**src/rtl/gfx_timing_pkg.sv**
```systemverilog
// gfx_timing_pkg: GBA dot/line geometry and the counter widths derived from it
package gfx_timing_pkg;
  localparam int DOT_CLKS  = 4;
  localparam int H_VISIBLE = 240;
  localparam int H_TOTAL   = 308;
  localparam int V_VISIBLE = 160;
  localparam int V_TOTAL   = 228;
  localparam int FB_WORDS  = H_VISIBLE * V_VISIBLE;
  localparam int H_W = 9;
  localparam int V_W = 8;
  localparam int A_W = 17;
endpackage

```
**src/rtl/frame_mod_counter.sv**
```systemverilog
// frame_mod_counter: modulo-(MAX+1) counter with enable and synchronous clear
module frame_mod_counter #(
  parameter int W   = 8,
  parameter int MAX = 255
) (
  input  logic         clk,
  input  logic         rst_b,
  input  logic         en,
  input  logic         clr,
  output logic [W-1:0] q
);
  localparam logic [W-1:0] LAST = W'(MAX);
  always_ff @(posedge clk or negedge rst_b)
    if (!rst_b) q <= '0;
    else if (clr) q <= '0;
    else if (en) q <= q == LAST ? '0 : q + 1'b1;
endmodule

```
**src/rtl/gfx_frame_scheduler.sv**
```systemverilog
// gfx_frame_scheduler: dot/line timing, back-buffer write addressing, status irqs
// and the VBlank buffer-swap handshake.
module gfx_frame_scheduler #(
  parameter int DOT_CLKS  = gfx_timing_pkg::DOT_CLKS,
  parameter int H_VISIBLE = gfx_timing_pkg::H_VISIBLE,
  parameter int H_TOTAL   = gfx_timing_pkg::H_TOTAL,
  parameter int V_VISIBLE = gfx_timing_pkg::V_VISIBLE,
  parameter int V_TOTAL   = gfx_timing_pkg::V_TOTAL
) (
  input  logic        clk,
  input  logic        rst_b,
  input  logic        en,
  input  logic [7:0]  lyc,
  input  logic        swap_ack,
  output logic        dot_strobe,
  output logic [8:0]  hcount,
  output logic [7:0]  vcount,
  output logic        pix_wen,
  output logic [16:0] pix_addr,
  output logic        hblank,
  output logic        vblank,
  output logic        vcount_match,
  output logic        hblank_irq,
  output logic        vblank_irq,
  output logic        vcount_irq,
  output logic        swap_req,
  output logic        front_sel,
  output logic        frame_drop
);
  import gfx_timing_pkg::*;
  localparam int DW = DOT_CLKS > 1 ? $clog2(DOT_CLKS) : 1;
  localparam logic [DW-1:0]  DIV_LAST = DW'(DOT_CLKS - 1);
  localparam logic [H_W-1:0] H_LAST   = H_W'(H_TOTAL - 1);
  localparam logic [H_W-1:0] H_VIS    = H_W'(H_VISIBLE);
  localparam logic [H_W-1:0] H_PRE    = H_W'(H_VISIBLE - 1);
  localparam logic [V_W-1:0] V_LAST   = V_W'(V_TOTAL - 1);
  localparam logic [V_W-1:0] V_VIS    = V_W'(V_VISIBLE);
  localparam logic [V_W-1:0] V_VB_END = V_W'(V_TOTAL - 2);
  logic [DW-1:0]  div;
  logic [V_W-1:0] v_next;
  logic           line_end;
  logic           frame_wrap;
  frame_mod_counter #(.W(DW), .MAX(DOT_CLKS - 1)) u_div (
    .clk(clk), .rst_b(rst_b), .en(en), .clr(1'b0), .q(div)
  );
  frame_mod_counter #(.W(H_W), .MAX(H_TOTAL - 1)) u_hcount (
    .clk(clk), .rst_b(rst_b), .en(dot_strobe), .clr(1'b0), .q(hcount)
  );
  frame_mod_counter #(.W(V_W), .MAX(V_TOTAL - 1)) u_vcount (
    .clk(clk), .rst_b(rst_b), .en(line_end), .clr(1'b0), .q(vcount)
  );
  // The address wraps on its own after the last visible write; the frame clear re-aligns it.
  frame_mod_counter #(.W(A_W), .MAX(H_VISIBLE * V_VISIBLE - 1)) u_addr (
    .clk(clk), .rst_b(rst_b), .en(pix_wen), .clr(frame_wrap), .q(pix_addr)
  );
  always_comb begin
    dot_strobe   = en && div == DIV_LAST;
    line_end     = dot_strobe && hcount == H_LAST;
    frame_wrap   = line_end && vcount == V_LAST;
    v_next       = vcount == V_LAST ? '0 : vcount + 1'b1;
    pix_wen      = dot_strobe && hcount < H_VIS && vcount < V_VIS;
    hblank       = hcount >= H_VIS;
    vblank       = vcount >= V_VIS && vcount <= V_VB_END;
    vcount_match = vcount == lyc;
  end
  // An ack on the wrap edge wins over the drop.
  always_ff @(posedge clk or negedge rst_b)
    if (!rst_b) begin
      hblank_irq <= 1'b0;
      vblank_irq <= 1'b0;
      vcount_irq <= 1'b0;
      swap_req   <= 1'b0;
      front_sel  <= 1'b0;
      frame_drop <= 1'b0;
    end else begin
      hblank_irq <= dot_strobe && hcount == H_PRE;
      vblank_irq <= line_end && v_next == V_VIS;
      vcount_irq <= line_end && v_next == lyc;
      frame_drop <= swap_req && !swap_ack && frame_wrap;
      front_sel  <= front_sel ^ (swap_req && swap_ack);
      swap_req   <= (line_end && v_next == V_VIS) ? 1'b1 : swap_req && !swap_ack && !frame_wrap;
    end
endmodule
```
**config.mk**
```make
export PLATFORM = sky130hd
export DESIGN_NAME = gfx_frame_scheduler
export DESIGN_NICKNAME = d
export VERILOG_FILES = /design/src/rtl/gfx_timing_pkg.sv /design/src/rtl/frame_mod_counter.sv /design/src/rtl/gfx_frame_scheduler.sv
export SDC_FILE = /design/constraint.sdc
export NUM_CORES = 1
export LEC_CHECK = 0
export CAP_MARGIN = 20
export CORE_ASPECT_RATIO = 0.8
export CORE_MARGIN = 2
export CORE_UTILIZATION = 50
export DETAILED_ROUTE_END_ITERATION = 8
export GPL_ROUTABILITY_DRIVEN = 0
export PLACE_DENSITY = 0.81
export SYNTH_ARGS = -nofsm -noshare
export SYNTH_HDL_FRONTEND = slang
export SYNTH_HIERARCHICAL = 1
export SYNTH_SLANG_ARGS = --single-unit
```
**constraint.sdc**
```tcl
create_clock -name clk -period 6.75 [get_ports clk]
set_clock_uncertainty 0.1 [all_clocks]
set_input_delay 0.675 -clock clk [delete_from_list [all_inputs] [get_ports clk]]
set_output_delay 0.675 -clock clk [all_outputs]
set_load 0.01 [all_outputs]
```
# Word-level counts from Yosys, hierarchy flattened
# Cells that the tools add are included.
# W data, S select, Z words.
# totals
reg_bits	42
output_inout_bits	45
elab_cells	51
# op_classes
add_sub_neg	4
n_lt_le_gt_ge	5
n_eq_ne	8
mux	7
bitwise	1
reduce_logical	16
# ops
op	count
$mux W17	3
$add A17 B1 Y17 const B	1
$eq A17 B16 Y1 const B	1
$eq A8 B8 Y1	2
$eq A8 B8 Y1 const B	2
$logic_and A1 B1 Y1	13
$add A9 B1 Y9 const B	1
$eq A9 B8 Y1 const B	1
$eq A9 B9 Y1 const B	1
$ge A9 B8 Y1 const B	1
$lt A9 B8 Y1 const B	1
$mux W9	1
$add A8 B1 Y8 const B	1
$ge A8 B8 Y1 const B	1
$le A8 B8 Y1 const B	1
$lt A8 B8 Y1 const B	1
$mux W8	1
$add A2 B1 Y2 const B	1
$eq A2 B2 Y1 const B	1
$logic_not A1 Y1	2
$mux W2	1
$reduce_bool A2 Y1	1
$mux W1	1
$xor A1 B1 Y1	1

# Longest topological paths before layout
# Gate-level depths: netlist of run 1.
# logic_depth
word_depth	7
mapped_depth	9

# Cells and area by module
# The synthesis of run 1 kept the hierarchy.
# by_module_without_submodules
mod	n_inst	cells_each	area_each_um2	seq_area_each_um2
frame_mod_counter (u_addr)	1	92	957.2	425.4
gfx_frame_scheduler	1	113	888.4	150.1
frame_mod_counter (u_hcount)	1	49	480.5	225.2
frame_mod_counter (u_vcount)	1	48	457.9	200.2
frame_mod_counter (u_div)	1	8	100.1	50.0

# Worst setup path before layout of run 1
# No wires, ideal clock.
# synth_timing
kind	input to register
startpoint	in en
endpoint	reg u_addr.q[14]
arrival_ns	2.422
required_ns	6.573
path_slack_ns	4.151
cell_stages	9
n_path_buf	1
cell_sequence	and3_1 and4_1 nand4_1 inv_1 or2_1 buf_4 nand3_2 or3_1 a21oi_1
# synth_via
elab_chain_cells	4
elab_cells_between_ends	7
classes_between	1 x mux; 6 x reduce/logical
# synth_lines
item	line_no	text
from (decl)	gfx_frame_scheduler.sv:12	input logic en,
$logic_and A1 B1 Y1 (*)	gfx_frame_scheduler.sv:57	dot_strobe = en && div == DIV_LAST;
$logic_and A1 B1 Y1 (*)	gfx_frame_scheduler.sv:58	line_end = dot_strobe && hcount == H_LAST;
net line_end	gfx_frame_scheduler.sv:41	logic line_end;
$logic_and A1 B1 Y1 (*)	gfx_frame_scheduler.sv:59	frame_wrap = line_end && vcount == V_LAST;
net frame_wrap	gfx_frame_scheduler.sv:42	logic frame_wrap;
$mux W17 / $reduce_bool A2 Y1 (equally long branches)	-	
to (signal assigned)	frame_mod_counter.sv:16	else if (en) q <= q == LAST ? '0 : q + 1'b1;
to (decl)	frame_mod_counter.sv:10	output logic [W-1:0] q
# The timed path passes the listed nets; every way through them passes the cells marked *.
# A chain may end at the register's enable or synchronous reset.

# Worst setup path after layout of run 1
# layout_timing
startpoint	in en
endpoint	out pix_wen
# layout_via
elab_chain_cells	3
# layout_lines
item	line_no	text
$logic_and A1 B1 Y1	gfx_frame_scheduler.sv:57	
$logic_and A1 B1 Y1 (2 in a row)	gfx_frame_scheduler.sv:61	pix_wen = dot_strobe && hcount < H_VIS && vcount < V_VIS;
to (decl)	gfx_frame_scheduler.sv:18	output logic pix_wen,
# No other way between the ends.

==> results.md, run 1 <==
* Final Util at between 60% and 70%
* Setup ws final at 3.25 ns
* WP data arrival at between 2 and 3 ns
* Cells along the critical path: clkdlybuf4s50_1, and3_1, nand2_1, nor2_1, clkdlybuf4s50_1
* WHS at 0.378 ns
* IO Pins at 57
* Final hold violations at 0
* Tightest Pin Transition at 0.930 ns
* TNS Setup at 0 ns
* Post-cts sizing count at 0
* Post-Syn Instances at 310
* CP max FO at 9
* Die Width at 88.9 um
* VDD IR-drop max at 0.119 mV
* Top Family by Delay on Critical Path: buffers and inverters
* Crit path buffers/inverters at 2
* Aggregate routed wire length at around 6600 um
* CTS Root Cell: clkbuf_8
* Netlist cell types at 76
* Number of synthesized flops with an enable pin at 0
* Outcome: finished clean
* DRC violations left at 0
* Syn avg cell area at just over 9 um^2
* # setup viols final at 0
* Final ANT Viol Nets at 0
* Final worst-path cycle share at between 50% and 60%
* Pleak at 0.00147 uW
* Clock sink count at 42
* Yosys warns at 6
* Pwr Density at between 150 and 200 nW/um^2
* CTS tree: done
* Post-CTS Setup Bufs at 0
* Row Count at 24
* H-Tree Depth at 2
* Pre-Repair DR Iteration Count at 5
* Number of port buffers at 56
* Max Root-Sink Buffers at 2
* Fmax at 285 MHz
* Slew Viols, Final at 0
* Slowest stage cell, crit path: clkdlybuf4s50_1
* Dpl cell area at 3500 um^2
* Reg clk slew, reported paths at 0.09 ns
* RSZ-0062 raised after global routing: no
* Tot GR Track Use at 22.0%
* Synth Cell Area at between 2000 and 3000 um^2
* Drt initial violations at between 150 and 200
* Die Y at 71.9 um
* Global-route wire length before repair at about 11,000 um
* Seq/Total Area, Yosys at 36.4%
* Worst setup path class: in2out
* Setup crit end kind: primary output
* Flop2flop setup slack at 3.90 ns
* Hold-fix buffers, CTS at 0
* Post-synthesis register bit count at 42
* DR WL/cell at 14.6 um
* Post-DP HPWL at 4690 um
* Full die area at ~6400 um^2
* Vias in the first global route at about 2,300
* Area delta synth->final at 26.2%
* Fin crit period at ~3.5 ns
* Post-place setup slack at roughly 3.1 ns
* Post-synthesis async set-or-reset flop share at 100%
* Worst EP required at 5.97 ns
* Startpoint types: primary input
* Hold WC Path Type: reg2reg
* Pin count of the biggest net entering global routing at 43
* Nets at 390
* Slew Limit Headroom at 38.0%
* Slowest stage delay, CP at 0.64 ns
* DR vias/cell at 5.66
* Gr ovfl total at 0
* Core area at 5500 um^2
* CP dominant cell by count: clkdlybuf4s50_1
* Initial antenna violation count at 0
* Fraction of layout cells with a size suffix above 1 at between 10% and 20%
* Antenna diode count at 0
* Clock Latency Late Sink at approximately 0.3 ns
* Starting Density at roughly 52%
* Main flop type after synthesis: dfrtp_1
* Total CTS buffers at 5
* Fin area at 3640 um^2
* Vias at 2,548
* Max_cap viols at 0
-- logic make-up after synthesis --
group | share of synthesized area [%]
AND/OR/NAND/NOR | 31.5
AO/OA/AOI/OAI | 13.8
flip-flops | 36.4
XOR/XNOR | 9.11
buffers and inverters | 3.51
adder cells (fa/ha/maj) | 3.04
multiplexers | 2.47
other | 0.130
-- layout by cell type, fill, tap and decap left out, types with 4 or more instances in the layout --
| master | netlist | layout |
|---|---|---|
| xnor2_1 | 17 | 17 |
| a21oi_1 | 16 | 16 |
| nand4_1 | 10 | 10 |
| nand2_1 | 23 | 23 |
| mux2i_1 | 6 | 6 |
| ha_1 | 7 | 7 |
| dfrtp_1 | 42 | 42 |
| conb_1 | 1 | 8 |
| xor2_1 | 13 | 13 |
| or3_1 | 6 | 6 |
| nand3_1 | 12 | 12 |
| clkbuf_8 | 0 | 5 |
| clkdlybuf4s50_1 | 0 | 55 |
| inv_1 | 11 | 11 |
| o21ai_0 | 14 | 14 |
| and3_1 | 4 | 4 |
| nor2_1 | 35 | 35 |
| nor3_1 | 4 | 4 |
-- flip-flops by register name, summed over array words and instances (netlist names) --
name        count
u_addr/q       17
u_hcount/q      9
u_vcount/q      8
u_div/q         2
frame_drop      1
front_sel       1
hblank_irq      1
swap_req        1
vblank_irq      1
vcount_irq      1
-- synthesized netlist by cell type (all sizes together), types with 4 or more instances --
cell type / count / share of area [%]
nor2: 35 / 4.6
or3: 8 / 2.0
o21ai: 16 / 2.9
and4: 5 / 1.6
dfrtp: 42 / 36
nand2: 24 / 3.4
nor4: 4 / 1.3
buf: 5 / 1.5
ha: 7 / 3.0
or2: 5 / 1.1
nand2b: 4 / 1.1
and3: 6 / 1.4
inv: 11 / 1.4
a21oi: 17 / 3.1
mux2i: 6 / 2.1
nand4: 13 / 3.5
xnor2: 17 / 5.2
clkbuf: 4 / 0.61
nor3: 5 / 1.3
nand3: 15 / 3.1
xor2: 13 / 3.9
-- worst paths after layout --
path,start,depth (start not counted),to
min,front_sel,1,front_sel
min in group asynchronous,rst_b,1,u_addr/q[11]
min reg2reg,front_sel,1,front_sel
max in group asynchronous,rst_b,1,u_vcount/q[3]
max,en,5,pix_wen
max reg2reg,u_div/q[0],8,u_addr/q[16]
-- metal layers --
metal	share of wire (%)	wire length, um	global-route usage, %
met3	4.8	318	4.21
met5	0	0	0
met4	1.2	78	6.57
met2	45	2940	31.3
met1	49	3240	33.9
-- cell type report --
cell class	instances	area [um^2]
well taps	78	97.6
clock inverters	3	68.8
flip-flops and latches	42	1050
multi-input cells	255	1760
clock buffers	5	68.8
repair buffers	56	556
inverters	11	41.3
fillers	458	1850
-- where the power goes --
part           internal (uW)  switching (uW)  total (uW)
Combinational           23.4            23.3        46.6
Clock                    148            92.2         240
Sequential               256            6.95         263
-- through the flow --
| step | std cells | power [uW] |
|---|---|---|
| floorplan | 317 | 289 |
| global placement | 442 | 313 |
| detailed placement | 442 | 315 |
| CTS | 450 | 554 |
| global route | 450 | 572 |
| finish | 450 | 550 |
(Power assumes the default switching activity.)
==> run 2: changes to the inputs <==
==> constraint.sdc (replaced) <==
create_clock -name clk -period 3.6 [get_ports clk]
set_clock_uncertainty 0.1 [all_clocks]
set_input_delay 0.36 -clock clk [delete_from_list [all_inputs] [get_ports clk]]
set_output_delay 0.36 -clock clk [all_outputs]
set_load 0.01 [all_outputs]
==> run 2 against run 1 <==
Against the previous run: die area is the same; core utilization is 0.16 points lower; critical path depth decreased by 1; combinational power is 86% higher; design area is 0.24% lower; clock power is 55% higher; global-route usage fell by 0.051 points; critical endpoint unchanged; highest routed layer unchanged.
==> results.md, run 2 (same netlist as run 1, synthesis figures left out) <==
* Flop pwr share at a little over 50%
* Post-CTS Setup Bufs at 0
* Fraction of layout cells with a size suffix above 1 at between 10 and 15%
* Pin count of the biggest net entering global routing at 43
* Tot GR Track Use at a little over a fifth
* Gr ovfl total at 0
* Switching Fraction at 23.1%
* Drt initial violations at 166
* WP data arrival at around 2.3 ns
* Slew Limit Headroom at 38.7%
* Post-place setup slack at roughly 0.83 ns
* Setup crit end kind: primary output
* FF-to-FF path depth at 8
* Nets at 393
* Total CTS buffers at 5
* Hold WC Path Type: in2async
* Cell Int Power at roughly 730 uW
* CTS Root Cell: clkbuf_8
* CP max FO at 16
* Final hold violations at 0
* Pwr Density at 262 nW/um^2
* Worst R2R End: u_addr/q[16]
* Fin crit period at 2.74 ns
* Commonest non-fill, non-tap cell in the layout: clkdlybuf4s50_1
* Clock network power share at 39.1%
* Area delta synth->final at 25.9%
* Max reg flops at 17
* Startpoint types: register
* Full die area at around 6400 um^2
* Initial antenna violation count at 0
* Power Total at 952 uW
* Hold-fix buffers, CTS at 0
* Aggregate routed wire length at 6640 um
* Worst setup path class: reg2out
* Reg clk slew, reported paths at 0.08 ns
* Worst R2R Start: u_vcount/q[0]
* Biggest regs: u_addr/q (17), u_hcount/q (9), u_vcount/q (8)
* Final Util at between 60% and 70%
* IO Pins at 57
* Outcome: finished clean
* Vias at 2,546
* Global-route wire length before repair at about 11,000 um
* Core area at 5500 um^2
* Starting Density at 52.5%
* Die Width at 88.9 um
* Post-DP HPWL at 4840 um
* Final worst-path cycle share at 76.0%
* Number of port buffers at 56
* H-Tree Depth at 2
* Vias in the first global route at 2,286
* Clock Latency Late Sink at approximately 0.30 ns
* DRC violations left at 0
* P_sw at 220 uW
* Pre-Repair DR Iteration Count at 4
* Pleak at 0.00147 uW
* GR Layer Usage met2 at 32.1%
* TNS Setup at 0 ns
* Max_cap viols at 0
* Final ANT Viol Nets at 0
* Flop2flop setup slack at 0.91 ns
* Global Route met3 Usage at 4.21%
* M1 GR Usage at between 30 and 40%
* VDD IR-drop max at 0.177 mV
* Post-cts sizing count at 0
* Filler cells at 461
* Fmax at 366 MHz
* Row Count at 24
* CP Launch Point: u_vcount/q[6]
* Commonest non-fill, non-tap cells in the layout: clkdlybuf4s50_1, dfrtp_1, nor2_1
* Setup ws final at 0.864 ns
* Max Root-Sink Buffers at 2
* CTS tree: done
* Global route hottest layer: met1
* Worst EP required at 3.14 ns
* Tightest Pin Transition at 0.919 ns
* Critical Path End: pix_wen
* Largest Register: u_addr/q
* Die Y at 71.9 um
* Logic gate share of total power at under 10%
* Antenna diode count at 0
* Slew Viols, Final at 0
* Clock sink count at 42
* DR WL/cell at 14.7 um
* RSZ-0062 raised after global routing: no
* # setup viols final at 0
* DR vias/cell at 5.62
-- run 2: cell count changes in the layout (fill, tap and decap cells not counted) --
cell	change
bufinv_16	-1
clkinv_4	-1
buf_4	+3
clkbuf_1	+2
-- run 2: per-layer routing --
layer  share of wire (%)  routed length, um
met3                 4.3                289
met5                   0                  0
met1                  48               3200
met2                  47               3110
met4                0.71                 47
-- run 2: final cells by class --
cell class                      instances  area [um^2]  share of cell area (%)
Clock buffer                            7         76.3                    2.10
Clock inverter                          1         30.0                   0.827
Inverter                               11         41.3                    1.14
Multi-Input combinational cell        255         1760                    48.4
Sequential cell                        42         1050                    28.9
Tap cell                               78         97.6                    2.69
Timing Repair Buffer                   59          578                    15.9
-- run 2: worst min path at each step --
stage,to,slack (ns),cells after the start
3_5_place_dp,front_sel,0.37,1
3_3_place_gp,front_sel,0.36,1
4_1_cts,u_addr/q[7],0.12,1
2_1_floorplan,frame_drop,-0.04,0
5_1_grt,u_addr/q[7],0.18,1
6_report,u_addr/q[7],0.09,1
-- run 2: critical path, cell delays in order (launching register included) --
cell,delay [ns]
dfrtp_1,0.57
o21ai_0,0.35
nand2_1,0.09
nor2_1,0.34
clkdlybuf4s50_1,0.63
-- run 2: stage by stage --
stage               hold WS (ns)  std cells  cell area, um^2
floorplan                -0.0356        317             2910
global placement           0.364        445             3530
detailed placement         0.371        445             3530
CTS                        0.124        453             3630
global route               0.176        453             3630
finish                    0.0891        453             3630
-- run 2: power groups by stage --
stage | registers [uW] | clock network (uW) | logic (uW)
final | 493 | 372 | 86.7
after global routing | 495 | 406 | 96.7
after CTS | 493 | 380 | 87.6
after detailed placement | 503 | 0 | 87.4
after global placement | 502 | 0 | 85.4
after floorplan | 503 | 0 | 39.1
==> run 3: changes to the inputs <==
==> constraint.sdc (replaced) <==
create_clock -name clk -period 2.7 [get_ports clk]
set_clock_uncertainty 0.1 [all_clocks]
set_input_delay 0.27 -clock clk [delete_from_list [all_inputs] [get_ports clk]]
set_output_delay 0.27 -clock clk [all_outputs]
set_load 0.01 [all_outputs]
==> run 3 against run 2 <==
Against the previous run: sequential power is 33% higher; total power is 32% higher; final cell count is 2.2% higher; clock power is 28% higher; sequential share of layout area is 0.73 points lower; worst setup slack worse by 0.59 ns; largest cell class unchanged; critical path type is now reg2reg; combinational power is 38% higher; register-to-register slack worse by 0.64 ns; critical path depth is 4 higher; global-route usage is 0.74 points higher; critical endpoint is now u_addr/q[14]; sequential cell count stayed put.
==> results.md, run 3 (same netlist as run 1, synthesis figures left out) <==
* # setup viols final at 0
* Fmax at 412 MHz
* Max_cap viols at 0
* Slew Viols, Final at 0
* Die Y at approximately 72 um
* Worst EP required at 2.83 ns
* Pin count of the biggest net entering global routing at 43
* Slowest stage cell, crit path: dfrtp_1
* RSZ-0062 raised after global routing: no
* Final ANT Viol Nets at 0
* Total CTS buffers at 5
* Setup crit end kind: register
* CTS Root Cell: clkbuf_8
* Outcome: finished clean
* Largest Register: u_addr/q
* Final hold violations at 0
* Max Root-Sink Buffers at 2
* Pwr Density at 336 nW/um^2
* Fin crit period at 2.43 ns
* Hold WC Path Type: in2async
* Post-CTS Setup Bufs at 0
* Crit path buffers/inverters at 1
* CP max FO at 7
* Max reg flops at 17
* Aggregate routed wire length at 6800 um
* Drt initial violations at ~160
* Antenna diode count at 0
* Startpoint types: register
* DR vias/cell at 5.58
* Final worst-path cycle share at 89.8%
* Clock sink count at 42
* Area delta synth->final at 29.2%
* Commonest non-fill, non-tap cell in the layout: clkdlybuf4s50_1
* Starting Density at 52.5%
* Vias at 2,582
* Number of port buffers at 56
* Slew Limit Headroom at 64.0%
* Die Width at 88.9 um
* DR WL/cell at 14.7 um
* Nets at 403
* Clock Latency Late Sink at 0.30 ns
* Tightest Pin Transition at 0.540 ns
* Initial antenna violation count at 0
* CTS tree: done
* Pleak at 0.00153 uW
* Commonest non-fill, non-tap cells in the layout: clkdlybuf4s50_1, dfrtp_1, nor2_1
* Cells along the critical path: nor4bb_1, and4_1, nand4_1, inv_1, or2_1, nand3_2, or3_1, a21oi_1
* Reg clk slew, reported paths at 0.08 ns
* Gr ovfl total at 0
* Tot GR Track Use at 22.7%
* Row Count at 24
* WP data arrival at around 2.6 ns
* Vias in the first global route at 2,427
* Global-route wire length before repair at 11,300 um
* Pre-Repair DR Iteration Count at 4
* VDD IR-drop max at 0.180 mV
* Biggest regs: u_addr/q (17), u_hcount/q (9), u_vcount/q (8)
* H-Tree Depth at 2
* IO Pins at 57
* Fraction of layout cells with a size suffix above 1 at 15.3%
* Full die area at ~6400 um^2
* DRC violations left at 0
* Post-DP HPWL at 4940 um
* Top Family by Delay on Critical Path: simple AND/OR/NAND/NOR gates
* Core area at 5500 um^2
* TNS Setup at 0 ns
* Worst setup path class: reg2reg
* Power Total at ~1300 uW
* Slowest stage delay, CP at around 0.48 ns
## run 3: final timing paths
kind                          startpoint           end  slack (ns)  cells after the start
setup / recovery           u_hcount/q[8]  u_addr/q[14]        0.27                      8
hold / removal                     rst_b  u_addr/q[10]        0.28                      2
setup reg to reg           u_hcount/q[8]  u_addr/q[14]        0.27                      8
hold reg to reg                front_sel     front_sel        0.38                      1
max in group asynchronous          rst_b   u_addr/q[0]        1.76                      3
min in group clk               front_sel     front_sel        0.38                      1
## run 3: cell type report
class	count	area [um^2]
fillers	459	1770
multi-input cells	255	1760
flip-flops and latches	42	1050
repair buffers	69	668
clock buffers	8	110
well taps	78	97.6
inverters	11	41.3
## run 3: timing repair
action | in CTS | in global routing
gates resized for setup | 0 | 0
hold endpoints to repair | 0 | 11
hold buffers | 0 | 1
endpoints found under the setup margin | 0 | 0
## run 3: per-stage QoR
step	utilization, %	std cells	worst slack, ns	cell area, um^2	hold WS (ns)
finish	67.8	463	0.275	3730	0.278
global route	67.8	463	0.0748	3730	0.312
CTS	67.3	461	0.248	3700	0.0407
detailed placement	65.3	453	0.175	3590	0.365
global placement	65.3	453	0.260	3590	0.353
floorplan	-	317	0.316	2910	-0.126
## run 3: metal layers
| metal | routed length (um) | part of all wire, % | up-vias | GRT usage, % |
|---|---|---|---|---|
| met5 | 0 | 0 | - | 0 |
| met4 | 69 | 1.0 | 0 | 6.57 |
| met3 | 300 | 4.4 | 6 | 5.23 |
| met2 | 3180 | 47 | 71 | 34.9 |
| met1 | 3260 | 48 | 1237 | 32.2 |
| li1 | - | - | 1268 | - |
## run 3: where the power goes
part	switching [uW]	total, uW	internal, uW
clock	217	476	258
combinational	57.7	120	62.2
sequential	17.0	657	640
